**config.mk**
```make
export PLATFORM = sky130hd
export DESIGN_NAME = alarm_mode_controller
export DESIGN_NICKNAME = d
export VERILOG_FILES = /design/src/rtl/alarm_ctrl_pkg.sv /design/src/rtl/blink_timer.sv /design/src/rtl/alarm_mode_controller.sv
export SDC_FILE = /design/constraint.sdc
export NUM_CORES = 1
export LEC_CHECK = 0
export BUFFER_PORTS_ARGS = -buffer_cell sky130_fd_sc_hd__buf_4
export CAP_MARGIN = 5
export CORE_MARGIN = 1.5
export CORE_UTILIZATION = 30
export DETAILED_ROUTE_END_ITERATION = 6
export PLACE_DENSITY_LB_ADDON = 0.3
export RECOVER_POWER = 100
export SLEW_MARGIN = 40
export SYNTH_ARGS = -nofsm -noshare
export SYNTH_HDL_FRONTEND = slang
export SYNTH_HIERARCHICAL = 1
export SYNTH_SLANG_ARGS = --single-unit
```
**constraint.sdc**
```tcl
create_clock -name clk -period 5.05 [get_ports clk]
set_input_delay 0.2525 -clock clk [delete_from_list [all_inputs] [get_ports clk]]
set_output_delay 0.2525 -clock clk [all_outputs]
set_load 0.005 [all_outputs]
```
**src/rtl/alarm_ctrl_pkg.sv**
```systemverilog
// Shared types, limits and field helpers for the alarm clock mode controller.
package alarm_ctrl_pkg;

    localparam int HR_W  = 5;
    localparam int MIN_W = 6;

    localparam logic [HR_W-1:0]  MAX_HR  = 5'd23;
    localparam logic [MIN_W-1:0] MAX_MIN = 6'd59;

    typedef enum logic [2:0] {
        ST_CLOCK,
        ST_SET_HR,
        ST_SET_MIN,
        ST_ALM_HR,
        ST_ALM_MIN
    } state_t;

    function automatic logic [HR_W-1:0] hr_inc(input logic [HR_W-1:0] v);
        return (v >= MAX_HR) ? '0 : v + 5'd1;
    endfunction

    function automatic logic [HR_W-1:0] hr_dec(input logic [HR_W-1:0] v);
        return (v == '0) ? MAX_HR : v - 5'd1;
    endfunction

    function automatic logic [MIN_W-1:0] min_inc(input logic [MIN_W-1:0] v);
        return (v >= MAX_MIN) ? '0 : v + 6'd1;
    endfunction

    function automatic logic [MIN_W-1:0] min_dec(input logic [MIN_W-1:0] v);
        return (v == '0) ? MAX_MIN : v - 6'd1;
    endfunction

    function automatic logic is_set_state(input state_t s);
        return (s == ST_SET_HR) || (s == ST_SET_MIN);
    endfunction

    function automatic logic is_alm_state(input state_t s);
        return (s == ST_ALM_HR) || (s == ST_ALM_MIN);
    endfunction

    function automatic logic is_hr_state(input state_t s);
        return (s == ST_SET_HR) || (s == ST_ALM_HR);
    endfunction

endpackage

```
**src/rtl/blink_timer.sv**
```systemverilog
// Free-running half-period timer producing the edit-field flash phase.
module blink_timer #(
    parameter int BLINK_HALF = 25_000_000
) (
    input  logic clk,
    input  logic rst,
    input  logic clr,
    output logic phase
);

    localparam int CNT_W = (BLINK_HALF > 1) ? $clog2(BLINK_HALF) : 1;
    localparam logic [CNT_W-1:0] CNT_LAST = CNT_W'(BLINK_HALF - 1);

    logic [CNT_W-1:0] r_cnt;
    logic             r_phase;

    // NOTE: sequential state uses <= so every register samples pre-edge values.
    always_ff @(posedge clk or posedge rst) begin
        if (rst) begin
            r_cnt   <= '0;
            r_phase <= 1'b0;
        end else if (clr) begin
            r_cnt   <= '0;
            r_phase <= 1'b0;
        end else if (r_cnt == CNT_LAST) begin
            r_cnt   <= '0;
            r_phase <= ~r_phase;
        end else begin
            r_cnt   <= r_cnt + 1'b1;
        end
    end

    assign phase = r_phase;

endmodule

```
**src/rtl/alarm_mode_controller.sv**
```systemverilog
// Mode FSM for the alarm clock: time/alarm editing, timekeeper load, alarm match and buzzer.
module alarm_mode_controller
    import alarm_ctrl_pkg::*;
#(
    parameter int BLINK_HALF = 25_000_000,
    parameter int ALARM_SECS = 60
) (
    input  logic             clk,
    input  logic             rst,
    input  logic             i_btn_c,
    input  logic             i_btn_u,
    input  logic             i_btn_d,
    input  logic             i_btn_l,
    input  logic             i_btn_r,
    input  logic             i_sec_tick,
    input  logic [HR_W-1:0]  i_cur_hr,
    input  logic [MIN_W-1:0] i_cur_min,
    output logic             o_run_en,
    output logic             o_ld_en,
    output logic [HR_W-1:0]  o_ld_hr,
    output logic [MIN_W-1:0] o_ld_min,
    output logic [HR_W-1:0]  o_disp_hr,
    output logic [MIN_W-1:0] o_disp_min,
    output logic [3:0]       o_blink_mask,
    output logic             o_alm_view,
    output logic             o_armed,
    output logic             o_buzzer
);

    localparam int RING_W = (ALARM_SECS > 1) ? $clog2(ALARM_SECS) : 1;
    localparam logic [RING_W-1:0] RING_LAST = RING_W'(ALARM_SECS - 1);

    state_t            r_state, w_nxt_state;
    logic [HR_W-1:0]   r_edit_hr, w_nxt_edit_hr;
    logic [MIN_W-1:0]  r_edit_min, w_nxt_edit_min;
    logic [HR_W-1:0]   r_alarm_hr, w_nxt_alarm_hr;
    logic [MIN_W-1:0]  r_alarm_min, w_nxt_alarm_min;
    logic              r_armed, w_nxt_armed;
    logic              r_buzzer, w_nxt_buzzer;
    logic [RING_W-1:0] r_ring_cnt, w_nxt_ring_cnt;
    logic              r_match_d;
    logic              r_run_en, r_ld_en;
    logic [HR_W-1:0]   r_ld_hr, r_disp_hr;
    logic [MIN_W-1:0]  r_ld_min, r_disp_min;
    logic [3:0]        r_blink_mask, w_nxt_mask;
    logic              r_alm_view;

    logic w_any_btn, w_load, w_match, w_trigger, w_state_chg, w_phase;

    assign w_any_btn   = i_btn_c | i_btn_r | i_btn_l | i_btn_u | i_btn_d;
    assign w_match     = r_armed && (i_cur_hr == r_alarm_hr) && (i_cur_min == r_alarm_min);
    assign w_trigger   = w_match && !r_match_d && (r_state == ST_CLOCK);
    assign w_state_chg = (w_nxt_state != r_state);

    blink_timer #(.BLINK_HALF(BLINK_HALF)) u_blink (
        .clk   (clk),
        .rst   (rst),
        .clr   (w_state_chg),
        .phase (w_phase)
    );

    // NOTE: every always_comb output is defaulted first so no path can infer a latch.
    always_comb begin
        w_nxt_state     = r_state;
        w_nxt_edit_hr   = r_edit_hr;
        w_nxt_edit_min  = r_edit_min;
        w_nxt_alarm_hr  = r_alarm_hr;
        w_nxt_alarm_min = r_alarm_min;
        w_nxt_armed     = r_armed;
        w_load          = 1'b0;

        // A press while ringing only silences; the buzzer block below handles it.
        if (!(r_buzzer && w_any_btn)) begin
            unique case (r_state)
                ST_CLOCK: begin
                    if (i_btn_c) begin
                        w_nxt_state    = ST_SET_HR;
                        w_nxt_edit_hr  = i_cur_hr;
                        w_nxt_edit_min = i_cur_min;
                    end else if (i_btn_r) begin
                        w_nxt_state = ST_CLOCK;
                    end else if (i_btn_l) begin
                        w_nxt_state    = ST_ALM_HR;
                        w_nxt_edit_hr  = r_alarm_hr;
                        w_nxt_edit_min = r_alarm_min;
                    end else if (i_btn_u) begin
                        w_nxt_armed = ~r_armed;
                    end
                end
                ST_SET_HR, ST_SET_MIN, ST_ALM_HR, ST_ALM_MIN: begin
                    if (i_btn_c) begin
                        w_nxt_state = ST_CLOCK;
                        if (is_set_state(r_state)) begin
                            w_load = 1'b1;
                        end else begin
                            w_nxt_alarm_hr  = r_edit_hr;
                            w_nxt_alarm_min = r_edit_min;
                        end
                    end else if (i_btn_r || i_btn_l) begin
                        unique case (r_state)
                            ST_SET_HR:  w_nxt_state = ST_SET_MIN;
                            ST_SET_MIN: w_nxt_state = ST_SET_HR;
                            ST_ALM_HR:  w_nxt_state = ST_ALM_MIN;
                            default:    w_nxt_state = ST_ALM_HR;
                        endcase
                    end else if (i_btn_u) begin
                        if (is_hr_state(r_state)) w_nxt_edit_hr  = hr_inc(r_edit_hr);
                        else                      w_nxt_edit_min = min_inc(r_edit_min);
                    end else if (i_btn_d) begin
                        if (is_hr_state(r_state)) w_nxt_edit_hr  = hr_dec(r_edit_hr);
                        else                      w_nxt_edit_min = min_dec(r_edit_min);
                    end
                end
                default: w_nxt_state = ST_CLOCK;
            endcase
        end
    end

    always_comb begin
        w_nxt_buzzer   = r_buzzer;
        w_nxt_ring_cnt = r_ring_cnt;
        if (w_trigger && w_nxt_armed) begin
            w_nxt_buzzer   = 1'b1;
            w_nxt_ring_cnt = '0;
        end else if (r_buzzer) begin
            if (w_any_btn || !w_nxt_armed) begin
                w_nxt_buzzer = 1'b0;
            end else if (i_sec_tick) begin
                if (r_ring_cnt == RING_LAST) w_nxt_buzzer   = 1'b0;
                else                         w_nxt_ring_cnt = r_ring_cnt + 1'b1;
            end
        end
    end

    // Mask follows the phase of the current state; a state change starts unblanked.
    always_comb begin
        w_nxt_mask = 4'b0000;
        if (!w_state_chg && w_phase && (r_state != ST_CLOCK)) begin
            w_nxt_mask = is_hr_state(r_state) ? 4'b1100 : 4'b0011;
        end
    end

    always_ff @(posedge clk or posedge rst) begin
        if (rst) begin
            r_state      <= ST_CLOCK;
            r_edit_hr    <= '0;
            r_edit_min   <= '0;
            r_alarm_hr   <= '0;
            r_alarm_min  <= '0;
            r_armed      <= 1'b0;
            r_buzzer     <= 1'b0;
            r_ring_cnt   <= '0;
            r_match_d    <= 1'b0;
            r_run_en     <= 1'b1;
            r_ld_en      <= 1'b0;
            r_ld_hr      <= '0;
            r_ld_min     <= '0;
            r_disp_hr    <= '0;
            r_disp_min   <= '0;
            r_blink_mask <= '0;
            r_alm_view   <= 1'b0;
        end else begin
            r_state      <= w_nxt_state;
            r_edit_hr    <= w_nxt_edit_hr;
            r_edit_min   <= w_nxt_edit_min;
            r_alarm_hr   <= w_nxt_alarm_hr;
            r_alarm_min  <= w_nxt_alarm_min;
            r_armed      <= w_nxt_armed;
            r_buzzer     <= w_nxt_buzzer;
            r_ring_cnt   <= w_nxt_ring_cnt;
            r_match_d    <= w_match;
            r_run_en     <= !is_set_state(w_nxt_state);
            r_ld_en      <= w_load;
            if (w_load) begin
                r_ld_hr  <= r_edit_hr;
                r_ld_min <= r_edit_min;
            end
            if (w_nxt_state == ST_CLOCK) begin
                r_disp_hr  <= i_cur_hr;
                r_disp_min <= i_cur_min;
            end else begin
                r_disp_hr  <= w_nxt_edit_hr;
                r_disp_min <= w_nxt_edit_min;
            end
            r_blink_mask <= w_nxt_mask;
            r_alm_view   <= is_alm_state(w_nxt_state);
        end
    end

    assign o_run_en     = r_run_en;
    assign o_ld_en      = r_ld_en;
    assign o_ld_hr      = r_ld_hr;
    assign o_ld_min     = r_ld_min;
    assign o_disp_hr    = r_disp_hr;
    assign o_disp_min   = r_disp_min;
    assign o_blink_mask = r_blink_mask;
    assign o_alm_view   = r_alm_view;
    assign o_armed      = r_armed;
    assign o_buzzer     = r_buzzer;

endmodule

```
==> results of run 1 <==
==> layout make-up <==
cell class,count,area [um2],share of cell area
Clock buffer,12,246,0.0415
Clock inverter,4,53.8,0.00906
Inverter,15,56.3,0.00949
Multi-Input combinational cell,409,2750,0.464
Sequential cell,87,2180,0.367
Tap cell,225,282,0.0474
Timing Repair Buffer,52,367,0.0618
==> cell usage in the layout, fill, tap and decap left out, drive strengths merged, types with 3 or more instances in the layout <==
cell,count
xor2,18
o21a,3
dfrtp,86
a21oi,34
xnor2,17
a21boi,3
and2,7
nand2,43
and3,8
or4,7
o22ai,7
nand4b,4
and4,6
ha,7
o21ai,38
a22oi,6
clkbuf,44
nor3b,3
mux2i,12
nand4,20
a31oi,6
nor2b,7
o31ai,6
nand2b,6
buf,19
or3,12
nor2,46
mux2,26
nand3,14
nor4b,3
inv,15
nor3,6
==> timing repair <==
action | 4_1_cts | 5_1_grt
buffers inserted | 0 | 0
hold buffers | 1 | 0
endpoints found under the setup margin | 0 | 0
endpoints found under the hold margin | 26 | 0
==> registers in the layout, summed over array words and instances (netlist names), 2 cells and up <==
signal and count:
o_blink_mask 2, o_disp_hr 5, o_disp_min 6, o_ld_hr 5, o_ld_min 6, r_alarm_hr 5
r_alarm_min 6, r_edit_hr 5, r_edit_min 6, r_ring_cnt 6, r_state 3, u_blink/r_cnt 25
==> report_power, final <==
group          internal [mW]  switching [mW]  leakage [nW]
clock network          0.399           0.277         0.139
registers              0.896           0.245          1.14
logic                  0.517           0.645          1.26
total                   1.81            1.17          2.54
==> kinds of logic after synthesis <==
| family | synth area share |
|---|---|
| flops | 0.416 |
| compound gates | 0.165 |
| simple gates | 0.213 |
| xor+xnor | 0.0585 |
| fa+ha+maj | 0.0167 |
| mux | 0.0817 |
| buf+inv | 0.0499 |
==> path summary, 6_finish.rpt <==
check | cells past startpoint | endpoint | slack [ns] | start
hold / removal | 2 | o_disp_hr[2]$_DFF_PP0_ | 0.15 | i_cur_hr[2]
setup / recovery | 8 | u_blink/r_cnt[3]$_DFF_PP0_ | 2.09 | r_state[2]$_DFF_PP0_
min in group asynchronous | 4 | r_ring_cnt[2]$_DFFE_PP0P_ | 0.57 | rst
max in group asynchronous | 3 | u_blink/r_cnt[2]$_DFF_PP0_ | 3.78 | rst
hold reg to reg | 1 | u_blink/r_cnt[0]$_DFF_PP0_ | 0.46 | u_blink/r_cnt[0]$_DFF_PP0_
setup reg to reg | 8 | u_blink/r_cnt[3]$_DFF_PP0_ | 2.09 | r_state[2]$_DFF_PP0_
==> routing by layer <==
metal,global-route usage,up-vias,share of wire
li1,-,2037,-
met1,0.191,2095,0.44
met2,0.253,102,0.49
met3,0.0322,26,0.039
met4,0.0579,0,0.028
met5,0,-,0
==> critical path, delay by kind of cell, from the launching register on <==
family	cells	cell delay, ns
and+or+nand+nor	3	0.83
DFF	1	0.52
AOI/OAI and AO/OA	4	1.23
xor gates and xnor gates	1	0.18
==> summary.md, run 1 <==
| Metric | Value |
|---|---|
| Status | `finished, violations left` |
| Failing checks | `capacitance limit, slew limit` |
| CP Launch Type | `flop` |
| Hold Path Class | `in -> reg` |
| Initial antenna violation count | `0` |
| Post_cts resized | `0` |
| Post-synth EDFFs | `0` |
| Overflow after GRT | `0` |
| Antenna Cells | `0` |
| Data arrival time of the worst path | `3.12 ns` |
| Setup WS post-layout | `2.09 ns` |
| Dpl hpwl | `9410 um` |
| Final cell count without fillers | `804` |
| LEAKAGE | `2.54 nW` |
| Syn_area_per_cell | `between 9 and 10 um2` |
| Setup violations, final | `0` |
| Dominant cell type by area after synthesis | `dfrtp_1` |
| Final Hold Fails | `0` |
| RSZ-0062 raised after global routing | `no` |
| Clock sinks | `just under 90` |
| Max-Cap Viols | `1` |
| CTS max path bufs | `2` |
| Root Driver | `clkbuf_16` |
| Routability-driven placement congestion ratio | `0.864` |
| Post-route design area | `5940 um2` |
| Clock-pin slew on the worst setup and hold paths | `0.06 ns` |
| Drt pass-1 iters | `4` |
| Pwr/cell area | `502 nW/um2` |
| Post-synthesis register bit count | `87` |
| Synth Flop Type | `dfrtp_1` |
| Via count | `4260` |
| Cell variety after synth | `75` |
| Core Rows | `48` |
| Core area | `between 15000 and 20000 um2` |
| Share of Yosys cell area claimed by the top area cell type | `0.411` |
| Worst-Skew Late Latency | `0.35 ns` |
| Layout cells sized above 1 | `0.162` |
| Die Ht | `135 um` |
| Register area share after synthesis | `0.416` |
| Slew headroom | `-0.158` |
| Die Width | `135 um` |
| Placed inst area | `5700 um2` |
| Hold Slack | `between 0.15 and 0.2 ns` |
| Ranking of synthesized cells by area | `dfrtp_1, mux2_2, o21ai_0` |
| Crit Path Max Fanout | `24` |
| # IOs | `50` |
| CP Class | `reg -> reg` |
| Critical path endpoint category | `flop` |
| Worst-path cell chain | `or3_1, a21oi_1, o22a_1, a21oi_1, xor2_1, nand3_1, o21bai_1, nor2_1` |
| Syn. warnings | `6` |
| Mapped cell area | `approximately 5200 um2` |
| Top-count cell post-synth | `dfrtp_1` |
| Mean number of vias per cell | `5.30` |
| Synthesis-to-finish area growth | `13.3%` |
| DP Worst Slack | `2.48 ns` |
| Max IR drop VDD | `0.000187 V` |
| Final Slew Violations | `25` |
| Placed instance count | `787` |
| H-tree depth | `3` |
| Fin nets | `600` |
| Final wirelength | `13200 um` |
| CTS Buf Count | `9` |
| Max Clock Skew | `0.00695 ns` |
| Final Critical Period | `2.96 ns` |
| Global-route wire length before repair | `21800 um` |
| Total power | `2.98 mW` |
| Syn nets | `577` |
| Worst slew pin tran | `1.73 ns` |
| Initial core utilization | `0.305` |
| Slowest cell on crit path | `o21bai_1` |
| Layout filler cell count | `around 1800` |
| Per-cell routed wire length | `16.4 um` |
| Fmax | `approximately 340 MHz` |
| CTS tree | `done` |
| Iter 0 DRT Violations | `259` |
| Die ar. | `18300 um2` |
| CP required | `5.20 ns` |
| Async set-or-reset flop fraction in the synthesized netlist | `1.00` |
| GRT Total Usage | `0.151` |
| Cell mode on critical path | `a21oi_1` |
| Post-Syn Instances | `between 500 and 600` |
| ANT nets after route | `0` |
| Fin util | `0.346` |
| Post-synth top cells | `dfrtp_1, nor2_1, nand2_1, o21ai_0, a21oi_1` |
| I/O Buffers | `49` |
| Vias in the first global route | `4171` |
| Largest net degree at the start of global routing | `62` |
| Final Cycle Share | `0.587` |
| CP max stage delay | `around 0.74 ns` |
| Detailed-route DRC error count | `0` |
| Setup_tns | `0 ns` |
No activity file was read; power rests on OpenSTA's default activity.
==> run 2, diff against run 1 <==
==> constraint.sdc (replaced) <==
create_clock -name clk -period 3 [get_ports clk]
set_input_delay 0.15 -clock clk [delete_from_list [all_inputs] [get_ports clk]]
set_output_delay 0.15 -clock clk [all_outputs]
set_load 0.005 [all_outputs]
==> run 2 against run 1 <==
Net effect:
- the flow now finishes without violations
- total power increased by 69%
- clock-buffer cell count shrank 3
- non-clock buffer count increased by 9
- fmax grew 11%
- sequential share of layout area is 0.35 points lower
- sequential cell count unchanged
- critical endpoint is now o_disp_min[3]$_DFF_PP0_
- largest cell class unchanged
==> summary.md, run 2 (synthesis gave the netlist of run 1 again) <==
| Metric | Value |
|---|---|
| Max Clock Skew | `0.0142 ns (+0.00721 ns)` |
| Most frequent cells in the layout | `dfrtp_1, nor2_1, nand2_1, o21ai_0, a21oi_1` |
| Critical path endpoint category | `flop` |
| I/O Buffers | `49 (unchanged)` |
| Hold_buf cts | `1 (unchanged)` |
| Post-CTS setup buffers | `0 (unchanged)` |
| Fmax | `375 MHz (+11%)` |
| Root Driver | `clkbuf_16` |
| Routability-driven placement congestion ratio | `0.943 (+9.2%)` |
| Final Critical Period | `2.67 ns (-0.295 ns)` |
| Placed instance count | `796 (+1.1%)` |
| Vias in the first global route | `4189 (+0.43%)` |
| Mean number of vias per cell | `5.30 (about the same)` |
| Core Rows | `48 (unchanged)` |
| Setup_tns | `0 ns (unchanged)` |
| Post_cts resized | `0 (unchanged)` |
| Hold Path Class | `in -> reg` |
| Via count | `4308 (+1.1%)` |
| Slew headroom | `0.134 (+0.292)` |
| Total power | `5.04 mW (+69%)` |
| Clock-pin slew on the worst setup and hold paths | `0.06 ns (about the same)` |
| Global-route wire length before repair | `22300 um (+2.0%)` |
| CTS Buf Count | `9 (unchanged)` |
| GRT Total Usage | `0.156 (+0.00494)` |
| CP Launch Type | `flop` |
| CTS tree | `done` |
| Dpl hpwl | `9870 um (+4.9%)` |
| Area taken by multi-input logic gates | `2770 um2 (+0.77%)` |
| Most common cell after layout, fill and taps aside | `dfrtp_1` |
| Final Slew Violations | `0 (-100%)` |
| H-tree depth | `3 (unchanged)` |
| Max-Cap Viols | `0 (-1)` |
| Worst-Skew Late Latency | `0.35 ns (about the same)` |
| Drt pass-1 iters | `5 (+1)` |
| Data arrival time of the worst path | `2.89 ns (-0.23 ns)` |
| Final wirelength | `13700 um (+4.0%)` |
| Setup violations, final | `0 (unchanged)` |
| Largest net degree at the start of global routing | `33 (-47%)` |
| Die Ht | `135 um (unchanged)` |
| CTS max path bufs | `2 (unchanged)` |
| Placed inst area | `5770 um2 (+1.1%)` |
| Layout cells sized above 1 | `0.182 (+0.0196)` |
| Hold Slack | `0.0519 ns (-0.102 ns)` |
| Status | `completed` |
| Sequential cell area | `2180 um2 (unchanged)` |
| Final Hold Fails | `0 (unchanged)` |
| Die ar. | `18300 um2 (unchanged)` |
| ANT nets after route | `0 (unchanged)` |
| Initial core utilization | `0.305 (unchanged)` |
| Clock sinks | `87 (unchanged)` |
| Initial antenna violation count | `0 (unchanged)` |
| Worst slew pin tran | `1.30 ns (-0.436 ns)` |
| CP required | `3.22 ns (-1.98 ns)` |
| Max IR drop VDD | `0.000372 V (+99%)` |
| Final Cycle Share | `0.889 (+0.303)` |
| Crit Path Max Fanout | `15 (-38%)` |
| Pwr/cell area | `840 nW/um2 (+67%)` |
| Layout filler cell count | `1787 (-2.3%)` |
| Most flops, register | `u_blink/r_cnt` |
| Fin util | `0.349 (+0.00335)` |
| Fin nets | `609 (+1.5%)` |
| Core area | `17200 um2 (unchanged)` |
| # IOs | `50 (unchanged)` |
| Antenna Cells | `0 (unchanged)` |
| Overflow after GRT | `0 (unchanged)` |
| Die Width | `135 um (unchanged)` |
| Iter 0 DRT Violations | `289 (+12%)` |
| LEAKAGE | `2.60 nW (+2.5%)` |
| Setup WS post-layout | `0.332 ns (-1.76 ns)` |
| Post-route design area | `5990 um2 (+0.97%)` |
| Detailed-route DRC error count | `0 (unchanged)` |
| Per-cell routed wire length | `16.9 um (+2.9%)` |
| CP Class | `reg -> reg` |
| RSZ-0062 raised after global routing | `no` |
| DP Worst Slack | `0.455 ns (-2.02 ns)` |
| Synthesis-to-finish area growth | `14.4%` |
| Final cell count without fillers | `813 (+1.1%)` |
| Max reg flops | `25 (unchanged)` |
run 2: changes by cell type in the layout (fill, tap and decap cells not counted), moves of 2 or more:
cell        change
clkinvlp_4      -2
clkinv_2        +4
clkbuf_1        -2
buf_4           +8
clkbuf_4        +2
run 2: routing by layer:
metal	track usage	routed length, um	vias up
met2	0.267	6880	110
li1	-	-	2061
met5	0	0	-
met1	0.191	5850	2114
met3	0.0337	574	23
met4	0.0627	391	0
run 2: critical path, cell delays in order, from the launching register on:
cell      delay, ns
dfrtp_1        0.59
o21ai_0        0.34
o31a_1         0.18
and3_1         0.20
a21oi_1        0.20
inv_1          0.13
a2111o_4       0.56
mux2_1         0.35
run 2: path summary, 6_finish.rpt:
check	endpoint	depth (start not counted)	start	slack [ns]
min in group asynchronous	u_blink/r_cnt[6]$_DFF_PP0_	3	rst	0.61
worst max-delay path	o_disp_min[3]$_DFF_PP0_	7	r_state[2]$_DFF_PP0_	0.33
worst min-delay path	o_disp_hr[0]$_DFF_PP0_	2	i_cur_hr[0]	0.05
worst max register to register	o_disp_min[3]$_DFF_PP0_	7	r_state[2]$_DFF_PP0_	0.33
worst min register to register	u_blink/r_cnt[0]$_DFF_PP0_	1	u_blink/r_cnt[0]$_DFF_PP0_	0.45
max in group asynchronous	o_disp_min[3]$_DFF_PP0_	4	rst	0.81
run 2: area by class of cell:
type | instances | share of cell area
clock buffers | 9 | 0.0376
clock inverters | 7 | 0.00772
inverters | 15 | 0.00939
multi-input cells | 409 | 0.463
flip-flops and latches | 87 | 0.363
well taps | 225 | 0.0470
repair buffers | 61 | 0.0720
run 2: where the power goes:
| part | switching (mW) | internal (mW) | total, mW |
|---|---|---|---|
| combinational | 1.17 | 0.954 | 2.12 |
| sequential | 0.349 | 1.51 | 1.86 |
| clock | 0.492 | 0.563 | 1.05 |
| total | 2.01 | 3.02 | 5.04 |
==> run 3, diff against run 2 <==
--- a/config.mk
+++ b/config.mk
@@ -10,7 +10,6 @@
 export CORE_MARGIN = 1.5
 export CORE_UTILIZATION = 30
 export DETAILED_ROUTE_END_ITERATION = 6
-export PLACE_DENSITY_LB_ADDON = 0.3
 export RECOVER_POWER = 100
 export SLEW_MARGIN = 40
 export SYNTH_ARGS = -nofsm -noshare
==> run 3 against run 2 <==
Net effect:
- register-to-register slack improved by 0.05 ns
- die area did not move
- clock skew fell by 0.0052 ns
- combinational power fell by 4%
- clock power increased by 22%
==> summary.md, run 3 (synthesis gave the netlist of run 1 again) <==
| Metric | Value |
|---|---|
| Status | `completed` |
| Mean number of vias per cell | `5.28 (-0.29%)` |
| Setup violations, final | `0 (unchanged)` |
| Post_cts resized | `0 (unchanged)` |
| Layout filler cell count | `1765 (-1.2%)` |
| Final wirelength | `12900 um (-6.0%)` |
| Critical path endpoint category | `flop` |
| # IOs | `50 (unchanged)` |
| Die ar. | `18300 um2 (unchanged)` |
| Iter 0 DRT Violations | `336 (+16%)` |
| Setup WS post-layout | `0.379 ns (+0.0472 ns)` |
| Data arrival time of the worst path | `2.85 ns (-0.04 ns)` |
| CP Class | `reg -> reg` |
| Pwr/cell area | `864 nW/um2 (+2.9%)` |
| Hold Path Origin | `i_cur_hr[3]` |
| Placed instance count | `792 (-0.50%)` |
| Hold Path Class | `in -> reg` |
| Max Clock Skew | `0.00901 ns (-0.00515 ns)` |
| Layout cells sized above 1 | `0.187 (+0.00499)` |
| Setup_tns | `0 ns (unchanged)` |
| Hold_buf cts | `1 (unchanged)` |
| DP Worst Slack | `0.472 ns (+0.0173 ns)` |
| Dpl hpwl | `9250 um (-6.3%)` |
| Hold Path Cell Cnt | `2 (unchanged)` |
| Slew headroom | `0.199 (+0.0645)` |
| I/O Buffers | `49 (unchanged)` |
| Placed inst area | `5750 um2 (-0.24%)` |
| CP required | `3.23 ns (about the same)` |
| Clock sinks | `87 (unchanged)` |
| ANT nets after route | `0 (unchanged)` |
| Post-route design area | `6050 um2 (+1.0%)` |
| CTS tree | `done` |
| Synthesis-to-finish area growth | `15.5%` |
| Reg2reg start | `r_state[2]$_DFF_PP0_` |
| Die Ht | `135 um (unchanged)` |
| Final Critical Period | `2.62 ns (-0.0472 ns)` |
| Core Rows | `48 (unchanged)` |
| Via count | `4269 (-0.91%)` |
| Worst-Skew Late Latency | `0.35 ns (about the same)` |
| RSZ-0062 raised after global routing | `no` |
| Worst slew pin tran | `1.20 ns (-0.0967 ns)` |
| Core area | `17200 um2 (unchanged)` |
| Root Driver | `clkbuf_16` |
| Largest net degree at the start of global routing | `33 (unchanged)` |
| Worst reg2reg endpoint | `o_disp_min[4]$_DFF_PP0_` |
| Hold Path End | `o_disp_hr[3]$_DFF_PP0_` |
| H-tree depth | `3 (unchanged)` |
| Crit Path Max Fanout | `15 (unchanged)` |
| Per-cell routed wire length | `15.9 um (-5.4%)` |
| Setup slack, reg-to-reg | `0.38 ns (+0.05 ns)` |
| Initial antenna violation count | `0 (unchanged)` |
| Initial core utilization | `0.305 (unchanged)` |
| Max-Cap Viols | `0 (unchanged)` |
| Final Hold Fails | `0 (unchanged)` |
| CTS max path bufs | `2 (unchanged)` |
| Max IR drop VDD | `0.000331 V (-11%)` |
| Worst r2r path cells | `7 (unchanged)` |
| Detailed-route DRC error count | `0 (unchanged)` |
| Vias in the first global route | `4278 (+2.1%)` |
| Drt pass-1 iters | `4 (-1)` |
| Max reg flops | `25 (unchanged)` |
| Final cell count without fillers | `808 (-0.62%)` |
| Post-CTS setup buffers | `0 (unchanged)` |
| Final Slew Violations | `0 (unchanged)` |
| Clock-pin slew on the worst setup and hold paths | `0.06 ns (about the same)` |
| Most flops, register | `u_blink/r_cnt` |
| Antenna Cells | `0 (unchanged)` |
| Global-route wire length before repair | `21400 um (-4.0%)` |
| Sequential cell area | `2180 um2 (unchanged)` |
| Final Cycle Share | `0.874 (-0.0157)` |
| GRT Total Usage | `0.148 (-0.00793)` |
| Fin nets | `605 (-0.66%)` |
| Routability-driven placement congestion ratio | `0.884 (-6.2%)` |
| Area taken by multi-input logic gates | `2790 um2 (+0.68%)` |
| Most frequent cells in the layout | `dfrtp_1, nor2_1, nand2_1, o21ai_0, a21oi_1` |
| CTS Buf Count | `9 (unchanged)` |
| Most common cell after layout, fill and taps aside | `dfrtp_1` |
| Die Width | `135 um (unchanged)` |
| Overflow after GRT | `0 (unchanged)` |
| Fmax | `382 MHz (+1.8%)` |
| CP Launch Type | `flop` |
| LEAKAGE | `2.62 nW (+0.71%)` |
run 3: worst max path at each step:
stage | start | endpoint | slack (ns) | cells after the start
final | r_state[2]$_DFF_PP0_ | o_disp_min[4]$_DFF_PP0_ | 0.38 | 7
after global routing | r_state[2]$_DFF_PP0_ | o_disp_min[4]$_DFF_PP0_ | 0.14 | 7
after CTS | r_state[2]$_DFF_PP0_ | o_disp_min[4]$_DFF_PP0_ | 0.46 | 7
after detailed placement | r_state[2]$_DFF_PP0_ | o_disp_min[4]$_DFF_PP0_ | 0.47 | 7
after global placement | r_state[2]$_DFF_PP0_ | o_disp_hr[2]$_DFF_PP0_ | 0.57 | 7
after floorplan | r_state[1]$_DFF_PP0_ | o_disp_hr[0]$_DFF_PP0_ | 0.77 | 9
run 3: area by class of cell:
type / instances / area share
clock buffers: 10 / 0.0378
clock inverters: 5 / 0.0176
inverters: 15 / 0.00930
multi-input cells: 409 / 0.461
flip-flops and latches: 87 / 0.360
well taps: 225 / 0.0465
repair buffers: 57 / 0.0676
run 3: layer usage:
| metal | GRT usage | vias to the layer above | part of all wire |
|---|---|---|---|
| met5 | 0 | - | 0 |
| met4 | 0.0765 | 0 | 0.034 |
| met3 | 0.0266 | 30 | 0.035 |
| met2 | 0.248 | 122 | 0.50 |
| met1 | 0.183 | 2071 | 0.44 |
| li1 | - | 2046 | - |
run 3: per-stage QoR:
step	power [mW]	hold slack (ns)	utilization
6_report	5.23	0.0621	0.352
5_1_grt	5.59	0.0615	0.352
4_1_cts	5.32	0.0490	0.355
3_5_place_dp	4.02	0.253	0.335
3_3_place_gp	3.95	0.324	0.335
2_1_floorplan	3.33	0.190	-
run 3: worst max-delay path, stage by stage (launching register included):
cell      delay (ns)
dfrtp_1         0.58
o21ai_0         0.30
o31a_1          0.18
and3_1          0.21
a21oi_1         0.19
inv_1           0.12
a2111o_4        0.57
mux2_4          0.33
run 3: power by group:
part | leakage, nW | internal (mW) | switching (mW)
logic | 1.32 | 0.964 | 1.07
clock network | 0.159 | 0.812 | 0.464
registers | 1.14 | 1.51 | 0.409
